<file path="src/rtl/sum_window_avg.sv">
// sum_window_avg: accumulates 2**LOG2_WIN samples and emits the window total and floor
// average through a one-entry output register. Optional min/max tracking: ACC_MINMAX_EN.
module sum_window_avg #(
    parameter int DATA_W   = 8,
    parameter int LOG2_WIN = 2
) (
    input  logic                                   clk,
    input  logic                                   rst,
    input  logic [DATA_W-1:0]                      in_data,
    input  logic                                   in_valid,
    output logic                                   in_ready,
    input  logic                                   clear,
    output logic [DATA_W+LOG2_WIN-1:0]             out_sum,
    output logic [DATA_W-1:0]                      out_avg,
    output logic                                   out_valid,
    input  logic                                   out_ready,
`ifdef ACC_MINMAX_EN
    output logic [DATA_W-1:0]                      out_min,
    output logic [DATA_W-1:0]                      out_max,
`endif
    output logic [((LOG2_WIN > 0) ? LOG2_WIN : 1)-1:0] win_cnt
);

    localparam int SUM_W = DATA_W + LOG2_WIN;
    localparam int CNT_W = (LOG2_WIN > 0) ? LOG2_WIN : 1;
    localparam logic [CNT_W-1:0] LAST = CNT_W'((1 << LOG2_WIN) - 1);

    typedef enum logic {
        S_EMPTY,
        S_FULL
    } slot_t;

    slot_t              r_state;
    slot_t              w_state_next;
    logic [SUM_W-1:0]   r_acc;
    logic [CNT_W-1:0]   r_win_cnt;
    logic [SUM_W-1:0]   r_out_sum;
    logic [DATA_W-1:0]  r_out_avg;
    logic [SUM_W-1:0]   w_sum;
    logic               w_last_slot;
    logic               w_in_ready;
    logic               w_accept;
    logic               w_final;

    assign w_last_slot = (r_win_cnt == LAST);
    // Only the final sample stalls on a pending result; earlier samples keep accumulating.
    assign w_in_ready  = !clear && !rst && !((r_state == S_FULL) && !out_ready && w_last_slot);
    assign w_accept    = in_valid && w_in_ready;
    assign w_final     = w_accept && w_last_slot;
    assign w_sum       = r_acc + SUM_W'(in_data);

    always_ff @(posedge clk) begin
        if (rst) begin
            r_state <= S_EMPTY;
        end else begin
            r_state <= w_state_next;
        end
    end

    always_comb begin
        w_state_next = r_state;
        case (r_state)
            S_EMPTY: if (w_final) w_state_next = S_FULL;
            S_FULL:  if (!w_final && out_ready) w_state_next = S_EMPTY;
            default: w_state_next = S_EMPTY;
        endcase
    end

    always_ff @(posedge clk) begin
        if (rst) begin
            r_acc     <= '0;
            r_win_cnt <= '0;
            r_out_sum <= '0;
            r_out_avg <= '0;
        end else if (clear) begin
            r_acc     <= '0;
            r_win_cnt <= '0;
        end else if (w_final) begin
            r_out_sum <= w_sum;
            r_out_avg <= DATA_W'(w_sum >> LOG2_WIN);
            r_acc     <= '0;
            r_win_cnt <= '0;
        end else if (w_accept) begin
            r_acc     <= w_sum;
            r_win_cnt <= r_win_cnt + CNT_W'(1);
        end
    end

`ifdef ACC_MINMAX_EN
    logic [DATA_W-1:0] r_run_min;
    logic [DATA_W-1:0] r_run_max;
    logic [DATA_W-1:0] r_out_min;
    logic [DATA_W-1:0] r_out_max;
    logic [DATA_W-1:0] w_min_next;
    logic [DATA_W-1:0] w_max_next;

    // The first sample of each window seeds the running extremes.
    always_comb begin
        w_min_next = in_data;
        w_max_next = in_data;
        if (r_win_cnt != '0) begin
            if (r_run_min < in_data) w_min_next = r_run_min;
            if (r_run_max > in_data) w_max_next = r_run_max;
        end
    end

    always_ff @(posedge clk) begin
        if (rst) begin
            r_run_min <= '0;
            r_run_max <= '0;
            r_out_min <= '0;
            r_out_max <= '0;
        end else if (clear) begin
            r_run_min <= '0;
            r_run_max <= '0;
        end else if (w_final) begin
            r_out_min <= w_min_next;
            r_out_max <= w_max_next;
            r_run_min <= '0;
            r_run_max <= '0;
        end else if (w_accept) begin
            r_run_min <= w_min_next;
            r_run_max <= w_max_next;
        end
    end

    assign out_min = r_out_min;
    assign out_max = r_out_max;
`endif

    assign in_ready  = w_in_ready;
    assign out_valid = (r_state == S_FULL);
    assign out_sum   = r_out_sum;
    assign out_avg   = r_out_avg;
    assign win_cnt   = r_win_cnt;

endmodule

</file>
<file path="config.mk">
export PLATFORM = sky130hd
export DESIGN_NAME = sum_window_avg
export DESIGN_NICKNAME = d
export VERILOG_FILES = /design/src/rtl/sum_window_avg.sv
export SDC_FILE = /design/constraint.sdc
export NUM_CORES = 1
export LEC_CHECK = 0
export CORE_AREA = 2 2 55 68
export CTS_CLUSTER_SIZE = 25
export DETAILED_ROUTE_END_ITERATION = 6
export DIE_AREA = 0 0 57 70
export HOLD_SLACK_MARGIN = 0.02
export PLACE_DENSITY = 0.67
export SYNTH_ARGS = -nofsm -noshare
export SYNTH_HDL_FRONTEND = slang
export SYNTH_SLANG_ARGS = --single-unit
</file>
<file path="constraint.sdc">
create_clock -name clk -period 4.45 [get_ports clk]
set_input_delay 0.445 -clock clk [delete_from_list [all_inputs] [get_ports clk]]
set_output_delay 0.445 -clock clk [all_outputs]
set_load 0.05 [all_outputs]
</file>
==> Word-level counts from Yosys, hierarchy flattened <==
Cells that the tools add are included.
{ "totals": {"regBits": 31, "in_bits": 13, "output_inout_bits": 22, "elab_cells": 27} }
{ "op_classes": {"n_addsub": 2, "n_eq_ne": 1, "mux": 3, "n_bitwise": 2, "n_reduce_logical": 14} }
{ "op_table": {"columns": ["cell", "n"], "rows": [
  ["$add 10x8->10", 1],
  ["$logic_and 1x1->1", 7],
  ["$logic_not 1->1", 5],
  ["$reduce_or 3->1", 1],
  ["$add 2x1->2 const B", 1],
  ["$eq 2x2->1 const B", 1],
  ["$mux 1", 2],
  ["$not 1->1", 2],
  ["$pmux 1 s2", 1],
  ["$reduce_and 2->1", 1]
]} }

==> Logic depth before layout (Yosys ltp) <==
Gate-level depths: netlist of run 1.
{ "depth": {"word_depth": 11, "depth_mapped": 8, "mapped_depth_nobuf": 8} }

==> Worst setup path after synthesis of run 1 <==
Ideal clock, no wire load.
{ "synth_path": {"path_type": "input -> register", "start": "in in_data[0]", "end": "reg r_acc[8]", "setup_time_ns": 0.070, "arrival_time_ns": 1.928, "required_ns": 4.380, "slack_ns": 2.452, "path_stages": 8, "n_path_buf": 0, "path_cell_list": "ha_1 -> inv_1 -> fa_1 -> nand2b_1 -> a21oi_1 -> a21oi_1 -> or3_1 -> a21oi_1"} }
{ "synth_between": {"elab_chain_cells": 1} }
{ "synth_rtl": {"columns": ["item", "line_no", "text"], "rows": [
  ["from (decl)", "9", "input logic [DATA_W-1:0] in_data,"],
  ["$add 10x8->10", "50", "assign w_sum = r_acc + SUM_W'(in_data);"],
  ["to (signal assigned)", "84", "r_acc <= w_sum;"],
  ["to (decl)", "35", "logic [SUM_W-1:0] r_acc;"]
]} }
No other way between the ends.
A chain may end at the register's enable or synchronous reset.

==> Final worst setup path of run 1 <==
{ "layout_path": {"start": "in rst", "end": "out in_ready"} }
{ "layout_between": {"elab_chain_cells": 3} }
{ "layout_rtl": {"columns": ["item", "line_no", "text"], "rows": [
  ["from (decl)", "8", "input logic rst,"],
  ["$logic_not 1->1", "47", "assign w_in_ready = !clear && !rst && !((r_state == S_FULL) && !out_ready && w_last_slot);"],
  ["$logic_and 1x1->1 (2 in series)", "47", null],
  ["to (decl)", "11", "output logic in_ready,"]
]} }
No other way between the ends.

==> results.ini, run 1 <==
[grt]
grt_pass1_wl_um = 4680
grt_pass1_vias = 1110
grt_max_degree = 17
track_usage_pct = 14.8
grt_overflow = 0
grt_antenna_before_repair = 0

[worst_setup_path]
r2r_slack_ps = 2400
worstPathArrival_ps = 2300
path_class = input pin to output port
end_kind = output port
critPathMaxFanout = 12
worstSetupStartpointType = input pin
crit_required_ps = 4010

[synthesis]
yosys_warnings = 0
async_reset_ff_share_pct = 0
syn-cell-area_mm2 = 0.00129
synthCells = 153
synth-edff-count = 0
syn_nets = 176
ys_ff_latch = 23
synth.distinct_cells = 32
synth_flop_cell = dfxtp_1
ys_seq_area_share_pct = 35.7
syn_area_per_cell_um2 = 8.42

[clock_tree]
ctsLongestPathBuffers = 2
path_clk_slew_ps = 80
post-cts-setup-buffers = 0
clock_sinks = 23
root_buffer = clkbuf_8
h-tree-depth = 1
cts_buffers = 3
cts_tree = done
clk_latency_ps = 270
hold_buffers = 0
post_cts_resized = 0

[finish]
nNetsFinal = 203
area_delta_synth_final_pct = 28.1
drive_above_1_share_pct = 4.47
antenna_cells = 0

[die]
die_area_mm2 = 0.00399
fp.coreArea_mm2 = 0.00342
start_util_pct = 37.6
rows = 24
die_h_um = 70
die_w_um = 57
ios = 35

[placement]
dp_hpwl_um = 2280
gp_congestion = 0.853
port_buffers = 34

[timing]
hold_slack_ps = 463
rsz0062_at_grt = false
setup_violations = 0
setup_tns_ps = 0
maxSlewViolCount = 0
fmax_mhz = 364
finalHoldViolations = 0
worstMarginPinSlew_ps = 577
min_period_over_period_pct = 61.8
finalCriticalPeriod_ps = 2750
skew_ps = 6.37
slew_headroom_pct = 61.4

[detailed_routing]
drc = 0
ant_nets = 0
drtPass1Iterations = 4
drt_iter0_drc = 37
wl_um = 2860
vias = 1154
post_drt_wl_per_cell_um = 13.1
viasPerCell = 5.29

[power_and_ir_drop]
ir_worst_vdd_mv = 0.160
leakage_uw = 0.000644
p_per_area_mw_per_mm2 = 234

[status]
status = completed

[run]
cap_viol_max_count = 0

[worst_hold_path]
hp-class = flip-flop to flip-flop

## power breakdown
group	switching [µW]	total, µW	internal (µW)
Combinational	25.6	47.5	21.9
Clock	69.0	132	62.6
Sequential	0.881	208	207
## cell type report
cell class              count  area (µm²)
clock inverters             1        5.00
flip-flops and latches     23         460
multi-input cells         113         732
repair buffers             35         348
inverters                   4        15.0
well taps                  39        48.8
clock buffers               3        41.3
fillers                   358        1770
## flip-flops by register name, indices dropped and copies added (netlist names)
name	flops
out_sum	10
out_valid	1
r_acc	10
win_cnt	2
## final timing paths
check / startpoint / endpoint / cells after the start
worst min register to register: r_acc[3] / r_acc[3] / 2
worst max-delay path: rst / in_ready / 4
worst max register to register: r_acc[0] / r_acc[8] / 8
worst min-delay path: r_acc[3] / r_acc[3] / 2
## metrics by stage
| stage | util, % | area, µm² | total power, µW | cells | worst slack, ps |
|---|---|---|---|---|---|
| global placement | 46.9 | 1600 | 260 | 214 | 1730 |
| floorplan | - | 1290 | 241 | 153 | 2450 |
| finish | 48.2 | 1650 | 387 | 218 | 1700 |
| CTS | 48.2 | 1650 | 392 | 218 | 1680 |
| global route | 48.2 | 1650 | 402 | 218 | 1570 |
| detailed placement | 46.9 | 1600 | 261 | 214 | 1680 |
## synthesized netlist by cell type, drive strengths merged (2+ instances only)
library cell  number  area share [%]
a211oi             3             1.7
ha                 9             8.7
mux2i              5             3.9
nand2             16             4.7
nor2b              2            0.97
xnor2              4             2.7
nor2              15             4.6
a21o               2             1.2
nand2b             2            0.97
or4                2             1.2
or3                2            0.97
a21oi             16             6.2
nand3b             5             2.9
xor2               5             3.4
inv                4             1.2
clkbuf             3            0.87
dfxtp             23              36
buf               10             5.4
o21ai              9             3.8
nand3              8             3.1
## layout by cell type (no fill, tap or decap), types with 5 or more instances in the layout
cell type	count
o21ai_1	5
ha_1	9
xor2_1	5
nor2_1	14
nand3b_1	5
a21oi_1	16
nand3_1	8
dfxtp_1	23
mux2i_1	5
nand2_1	16
clkdlybuf4s50_1	34
## kinds of logic after synthesis
family	synth area share [%]
AOI/OAI and AO/OA	15.2
xor gates and xnor gates	6.12
adders and majority gates	10.3
buffers and inverters	7.48
DFF	35.7
muxes	3.88
and+or+nand+nor	21.3
## worst max-delay path, cell delays in order
cell	delay, ps
clkdlybuf4s50_1	610
nor2_2	300
and2_1	160
clkdlybuf4s50_1	790
## routing by layer
metal	vias to the layer above	global-route usage, %	routed length [µm]
met5	-	0	0
met4	0	8.27	87
met3	7	2.22	113
met2	32	26.7	1440
met1	542	15.9	1210
li1	573	-	-
Power figures use the tool's default switching activity.
==> run 2, diff against run 1 <==
PLACE_DENSITY = 0.7   (was 0.67)
clock period = 2.5 ns   (was 4.45 ns; I/O delays follow)
==> run 2 against run 1 <==
  * Critical path depth up 5
  * First-iteration DRC count is 22% lower
  * Sequential power up 78%
  * Non-clock buffer count rose by 2
  * Flip-flop and latch count unchanged
  * Die area unchanged
  * Clock power is 77% higher
  * Clock-buffer cell count is 1 higher
  * Final cell count grew 0.92%
  * Largest power group unchanged
  * Highest routed layer unchanged
==> results.ini, run 2 (same netlist as run 1, synthesis figures left out) <==
[status]
status = completed  ; unchanged

[finish]
n_fill_cell = 343  ; was 358
area_delta_synth_final_pct = 28.9  ; was 28.1%
drive_above_1_share_pct = 5.52  ; was 4.47%
antenna_cells = 0  ; unchanged
nNetsFinal = 205  ; was 203
fin_cells = 220  ; was 218
mostFrequentLayoutCells = clkdlybuf4s50_1 (33), dfxtp_1 (23), nand2_1 (16), a21oi_1 (16), nor2_1 (14)  ; was clkdlybuf4s50_1 (34), dfxtp_1 (23), nand2_1 (16), a21oi_1 (16), nor2_1 (14)
final_common_cell = clkdlybuf4s50_1  ; unchanged
utilization_pct = 48.5  ; was 48.2%

[detailed_routing]
drtPass1Iterations = 4  ; unchanged
vias = 1137  ; was 1154
ant_nets = 0  ; unchanged
drc = 0  ; unchanged
post_drt_wl_per_cell_um = 13.0  ; was 13.1 µm
viasPerCell = 5.17  ; was 5.29
wl_um = 2860  ; about the same
drt_iter0_drc = 29  ; was 37

[timing]
setup_tns_ps = 0  ; unchanged
worstMarginPinSlew_ps = 497  ; was 577 ps
min_period_over_period_pct = 84.4
fmax_mhz = 474
setup_violations = 0  ; unchanged
skew_ps = 2.04  ; was 6.37 ps
finalCriticalPeriod_ps = 2110
rsz0062_at_grt = false  ; unchanged
maxSlewViolCount = 0  ; unchanged
slew_headroom_pct = 66.8  ; was 61.4%
finalHoldViolations = 0  ; unchanged

[worst_setup_path]
r2r_start = r_acc[0]  ; unchanged
crit_required_ps = 2710  ; was 4010 ps
reg2reg_to = r_acc[8]  ; unchanged
cp-startpoint = in_data[0]  ; was rst
cpMostUsedCell = a21oi_1  ; was clkdlybuf4s50_1
cp-endpoint = r_acc[8]  ; was in_ready
critPathMaxFanout = 3  ; was 12
worstSetupStartpointType = input pin  ; unchanged
max_stage_delay_ps = 460  ; was 790 ps
r2r_cells = 8  ; unchanged
r2r_slack_ps = 500  ; was 2400 ps
path_class = input pin to flip-flop  ; was input pin to output port
end_kind = flip-flop  ; was output port
worstPathArrival_ps = 2310  ; was 2300 ps
worstPathCellList = clkdlybuf4s50_1 -> ha_1 -> inv_1 -> fa_1 -> nand2b_1 -> a21oi_1 -> a21oi_1 -> or3_1 -> a21oi_1  ; was clkdlybuf4s50_1 -> nor2_2 -> and2_1 -> clkdlybuf4s50_1
slowest_stage = clkdlybuf4s50_1  ; unchanged

[clock_tree]
post-cts-setup-buffers = 0  ; unchanged
path_clk_slew_ps = 80  ; about the same
clk_latency_ps = 270  ; about the same
post_cts_resized = 0  ; unchanged
h-tree-depth = 1  ; unchanged
clock_sinks = 23  ; unchanged
cts_tree = done  ; unchanged
ctsLongestPathBuffers = 2  ; unchanged
root_buffer = clkbuf_8  ; unchanged
cts_buffers = 3  ; unchanged
hold_buffers = 0  ; unchanged

[placement]
placed_cells = 216  ; was 214
dp_hpwl_um = 2270  ; was 2280 µm
gp_congestion = 0.857  ; was 0.853
port_buffers = 34  ; unchanged

[grt]
grt_pass1_vias = 1077  ; was 1110
grt_max_degree = 17  ; unchanged
grt_pass1_wl_um = 4770  ; was 4680 µm
track_usage_pct = 15.2  ; was 14.8%
grt_overflow = 0  ; unchanged
grt_antenna_before_repair = 0  ; unchanged

[die]
rows = 24  ; unchanged
die_w_um = 57  ; unchanged
ios = 35  ; unchanged
die_area_mm2 = 0.00399  ; unchanged
fp.coreArea_mm2 = 0.00342  ; unchanged
die_h_um = 70  ; unchanged
start_util_pct = 37.6  ; unchanged

[power_and_ir_drop]
p_per_area_mw_per_mm2 = 415  ; was 234 mW/mm²
netSwitchingPower_uw = 168  ; was 95.5 µW
pwr-share-seq_pct = 53.6  ; was 53.7%
p_clk_share_pct = 33.9  ; was 34.0%
switching_share_pct = 24.3  ; was 24.7%
p_total_uw = 690  ; was 387 µW
power_frac_comb_pct = 12.5  ; was 12.3%
p_int_uw = 523  ; was 291 µW
ir_worst_vdd_mv = 0.315  ; was 0.160 mV
leakage_uw = 0.000652  ; was 0.000644 µW

[run]
cap_viol_max_count = 0  ; unchanged

[worst_hold_path]
hp-class = flip-flop to flip-flop  ; unchanged

[run 2: worst max-delay path: cells and delay by family]
kind / cells / cell delay [ps]
fa+ha+maj: 2 / 570
buf+inv: 2 / 530
simple gates: 2 / 500
compound gates: 3 / 470
[run 2: layout make-up]
cell class | count | area (µm²) | share of cell area, %
Timing Repair Buffer | 37 | 360 | 21.7
Multi-Input combinational cell | 113 | 732 | 44.1
Sequential cell | 23 | 460 | 27.7
Tap cell | 39 | 48.8 | 2.94
Clock buffer | 4 | 45.0 | 2.71
Inverter | 4 | 15.0 | 0.904
[run 2: through the flow]
step | area, µm² | hold WS [ps] | worst slack, ps
after floorplan | 1290 | 428 | 631
after global placement | 1620 | 449 | 153
after detailed placement | 1620 | 451 | 113
after CTS | 1660 | 461 | 388
after global routing | 1660 | 500 | 229
final | 1660 | 459 | 391
[run 2: worst min-delay path by stage]
stage	start	end	slack, ps	cells past startpoint
3_5_place_dp	r_acc[5]	r_acc[5]	450	2
6_report	r_acc[5]	r_acc[5]	460	2
3_3_place_gp	r_acc[4]	r_acc[4]	450	2
2_1_floorplan	rst	out_sum[9]	430	2
5_1_grt	r_acc[2]	r_acc[2]	500	2
4_1_cts	r_acc[5]	r_acc[5]	460	2
[run 2: power groups by stage]
stage | sequential (µW) | combinational (µW) | clock [µW]
6_report | 370 | 86.2 | 234
5_1_grt | 371 | 94.3 | 256
4_1_cts | 370 | 86.7 | 240
3_5_place_dp | 379 | 86.0 | 0
3_3_place_gp | 379 | 85.2 | 0
2_1_floorplan | 380 | 48.3 | 0
[run 2: metal layers]
layer  part of all wire [%]  wire (µm)  up-vias  GRT usage (%)
li1                       -          -      577              -
met1                     44       1260      528           18.0
met3                    4.4        125        4           2.22
met5                      0          0        -              0
met4                    2.4         68        0           8.53
met2                     49       1410       28           25.7
==> run 3, diff against run 2 <==
PLACE_DENSITY = 0.67   (was 0.7)
clock period = 2 ns   (was 2.5 ns; I/O delays follow)
==> run 3 against run 2 <==
  * Global-route usage up 0.61 points
  * Critical endpoint is now r_acc[6]
  * Largest cell class unchanged
  * Register-to-register slack worse by 370 ps
  * Clock skew up 1.0 ps
  * Non-clock buffer count is 10 higher
  * Worst setup slack worse by 290 ps
  * Power is 28% higher
  * Wire length grew 5.2%
  * Utilization grew 3.5 points
  * Clock power rose by 27%
  * Sequential share of layout area fell by 1.9 points
==> results.ini, run 3 (same netlist as run 1, synthesis figures left out) <==
[worst_setup_path]
crit_required_ps = 2220  ; was 2710 ps
worstPathArrival_ps = 2120  ; was 2310 ps
path_class = input pin to flip-flop  ; unchanged
critPathMaxFanout = 2  ; was 3
end_kind = flip-flop  ; unchanged
worstSetupStartpointType = input pin  ; unchanged

[clock_tree]
h-tree-depth = 1  ; unchanged
cts_buffers = 3  ; unchanged
hold_buffers = 0  ; unchanged
ctsLongestPathBuffers = 2  ; unchanged
cts_tree = done  ; unchanged
post-cts-setup-buffers = 0  ; unchanged
root_buffer = clkbuf_8  ; unchanged
path_clk_slew_ps = 90  ; was 80 ps
clock_sinks = 23  ; unchanged
clk_latency_ps = 270  ; about the same

[detailed_routing]
drc = 0  ; unchanged
post_drt_wl_per_cell_um = 13.1  ; was 13.0 µm
wl_um = 3010  ; was 2860 µm
drt_iter0_drc = 16  ; was 29
vias = 1190  ; was 1137
ant_nets = 0  ; unchanged
drtPass1Iterations = 4  ; unchanged
viasPerCell = 5.17  ; about the same

[finish]
fin_cells = 230  ; was 220
area_delta_synth_final_pct = 38.2  ; was 28.9%
mostFrequentLayoutCells = clkdlybuf4s50_1 (33), dfxtp_1 (23), nand2_1 (16)  ; was clkdlybuf4s50_1 (33), dfxtp_1 (23), nand2_1 (16), a21oi_1 (16), nor2_1 (14)
drive_above_1_share_pct = 14.1  ; was 5.52%
nNetsFinal = 215  ; was 205
antenna_cells = 0  ; unchanged
final_common_cell = clkdlybuf4s50_1  ; unchanged

[power_and_ir_drop]
p_per_area_mw_per_mm2 = 497  ; was 415 mW/mm²
leakage_uw = 0.000718  ; was 0.000652 µW
p_total_uw = 885  ; was 690 µW
ir_worst_vdd_mv = 0.379  ; was 0.315 mV

[die]
start_util_pct = 37.6  ; unchanged
die_area_mm2 = 0.00399  ; unchanged
ios = 35  ; unchanged
fp.coreArea_mm2 = 0.00342  ; unchanged
die_h_um = 70  ; unchanged
die_w_um = 57  ; unchanged
rows = 24  ; unchanged

[timing]
setup_violations = 0  ; unchanged
worstMarginPinSlew_ps = 644  ; was 497 ps
finalCriticalPeriod_ps = 1900
skew_ps = 3.05  ; was 2.04 ps
fmax_mhz = 527
maxSlewViolCount = 0  ; unchanged
slew_headroom_pct = 56.6  ; was 66.8%
finalHoldViolations = 0  ; unchanged
setup_ws_ps = 102  ; was 391 ps
min_period_over_period_pct = 94.9
rsz0062_at_grt = true  ; was false

[grt]
grt_pass1_wl_um = 5040  ; was 4770 µm
grt_overflow = 0  ; unchanged
track_usage_pct = 15.8  ; was 15.2%
grt_antenna_before_repair = 0  ; unchanged
grt_max_degree = 17  ; unchanged
grt_pass1_vias = 1197  ; was 1077

[placement]
dp_hpwl_um = 2330  ; was 2270 µm
placed_cells = 226  ; was 216
port_buffers = 34  ; unchanged
dp_worst_setup_slack_ps = -305  ; was 113 ps
gp_congestion = 0.871  ; was 0.857

[run]
cap_viol_max_count = 0  ; unchanged

[worst_hold_path]
hp-class = flip-flop to flip-flop  ; unchanged

[status]
status = completed  ; unchanged

[run 3: area by class of cell]
class                      count  area [µm²]
fill                         337        1640
clock inverter                 1        5.00
multi-input combinational    113         762
tap                           39        48.8
timing repair buffer          47         448
sequential                    23         460
inverter                       4        15.0
clock buffer                   3        41.3
[run 3: report_power, final]
part           switching (µW)  internal (µW)
combinational            63.1           60.9
sequential               2.09            461
clock                     159            139
[run 3: critical path: stages]
cell and delay (ps):
clkdlybuf4s50_1 460, ha_1 160, inv_1 60, fa_2 350
nand2b_4 160, a211oi_2 190, nor2b_1 70, or4_1 390
nand3_1 70
[run 3: path summary, 6_finish.rpt]
path | from | endpoint | slack [ps] | depth (start not counted)
max | in_data[0] | r_acc[6] | 100 | 9
min reg2reg | r_acc[4] | r_acc[4] | 470 | 2
min | r_acc[4] | r_acc[4] | 470 | 2
max reg2reg | r_acc[0] | r_acc[6] | 130 | 8
[run 3: through the flow]
stage | utilization (%) | hold slack [ps] | setup TNS (ps) | cell area (µm²)
floorplan | - | 378 | 0 | 1290
global placement | 49.8 | 446 | -2000 | 1700
detailed placement | 49.8 | 458 | -2480 | 1700
CTS | 51.4 | 471 | -6.06 | 1760
global route | 52.0 | 492 | -21.0 | 1780
finish | 52.0 | 466 | 0 | 1780
[run 3: what timing repair did]
item | CTS | global route
gates resized for setup | 2 | 4
endpoints found under the hold margin | 0 | 0
setup endpoints to repair | 1 | 10
gates cloned | 0 | 0
[run 3: routing by layer]
layer	GRT usage (%)	vias to the layer above	share of wire (%)
li1	-	604	-
met1	18.4	545	43
met2	27.2	34	50
met3	2.59	7	5.0
met4	8.27	0	2.6
met5	0	-	0
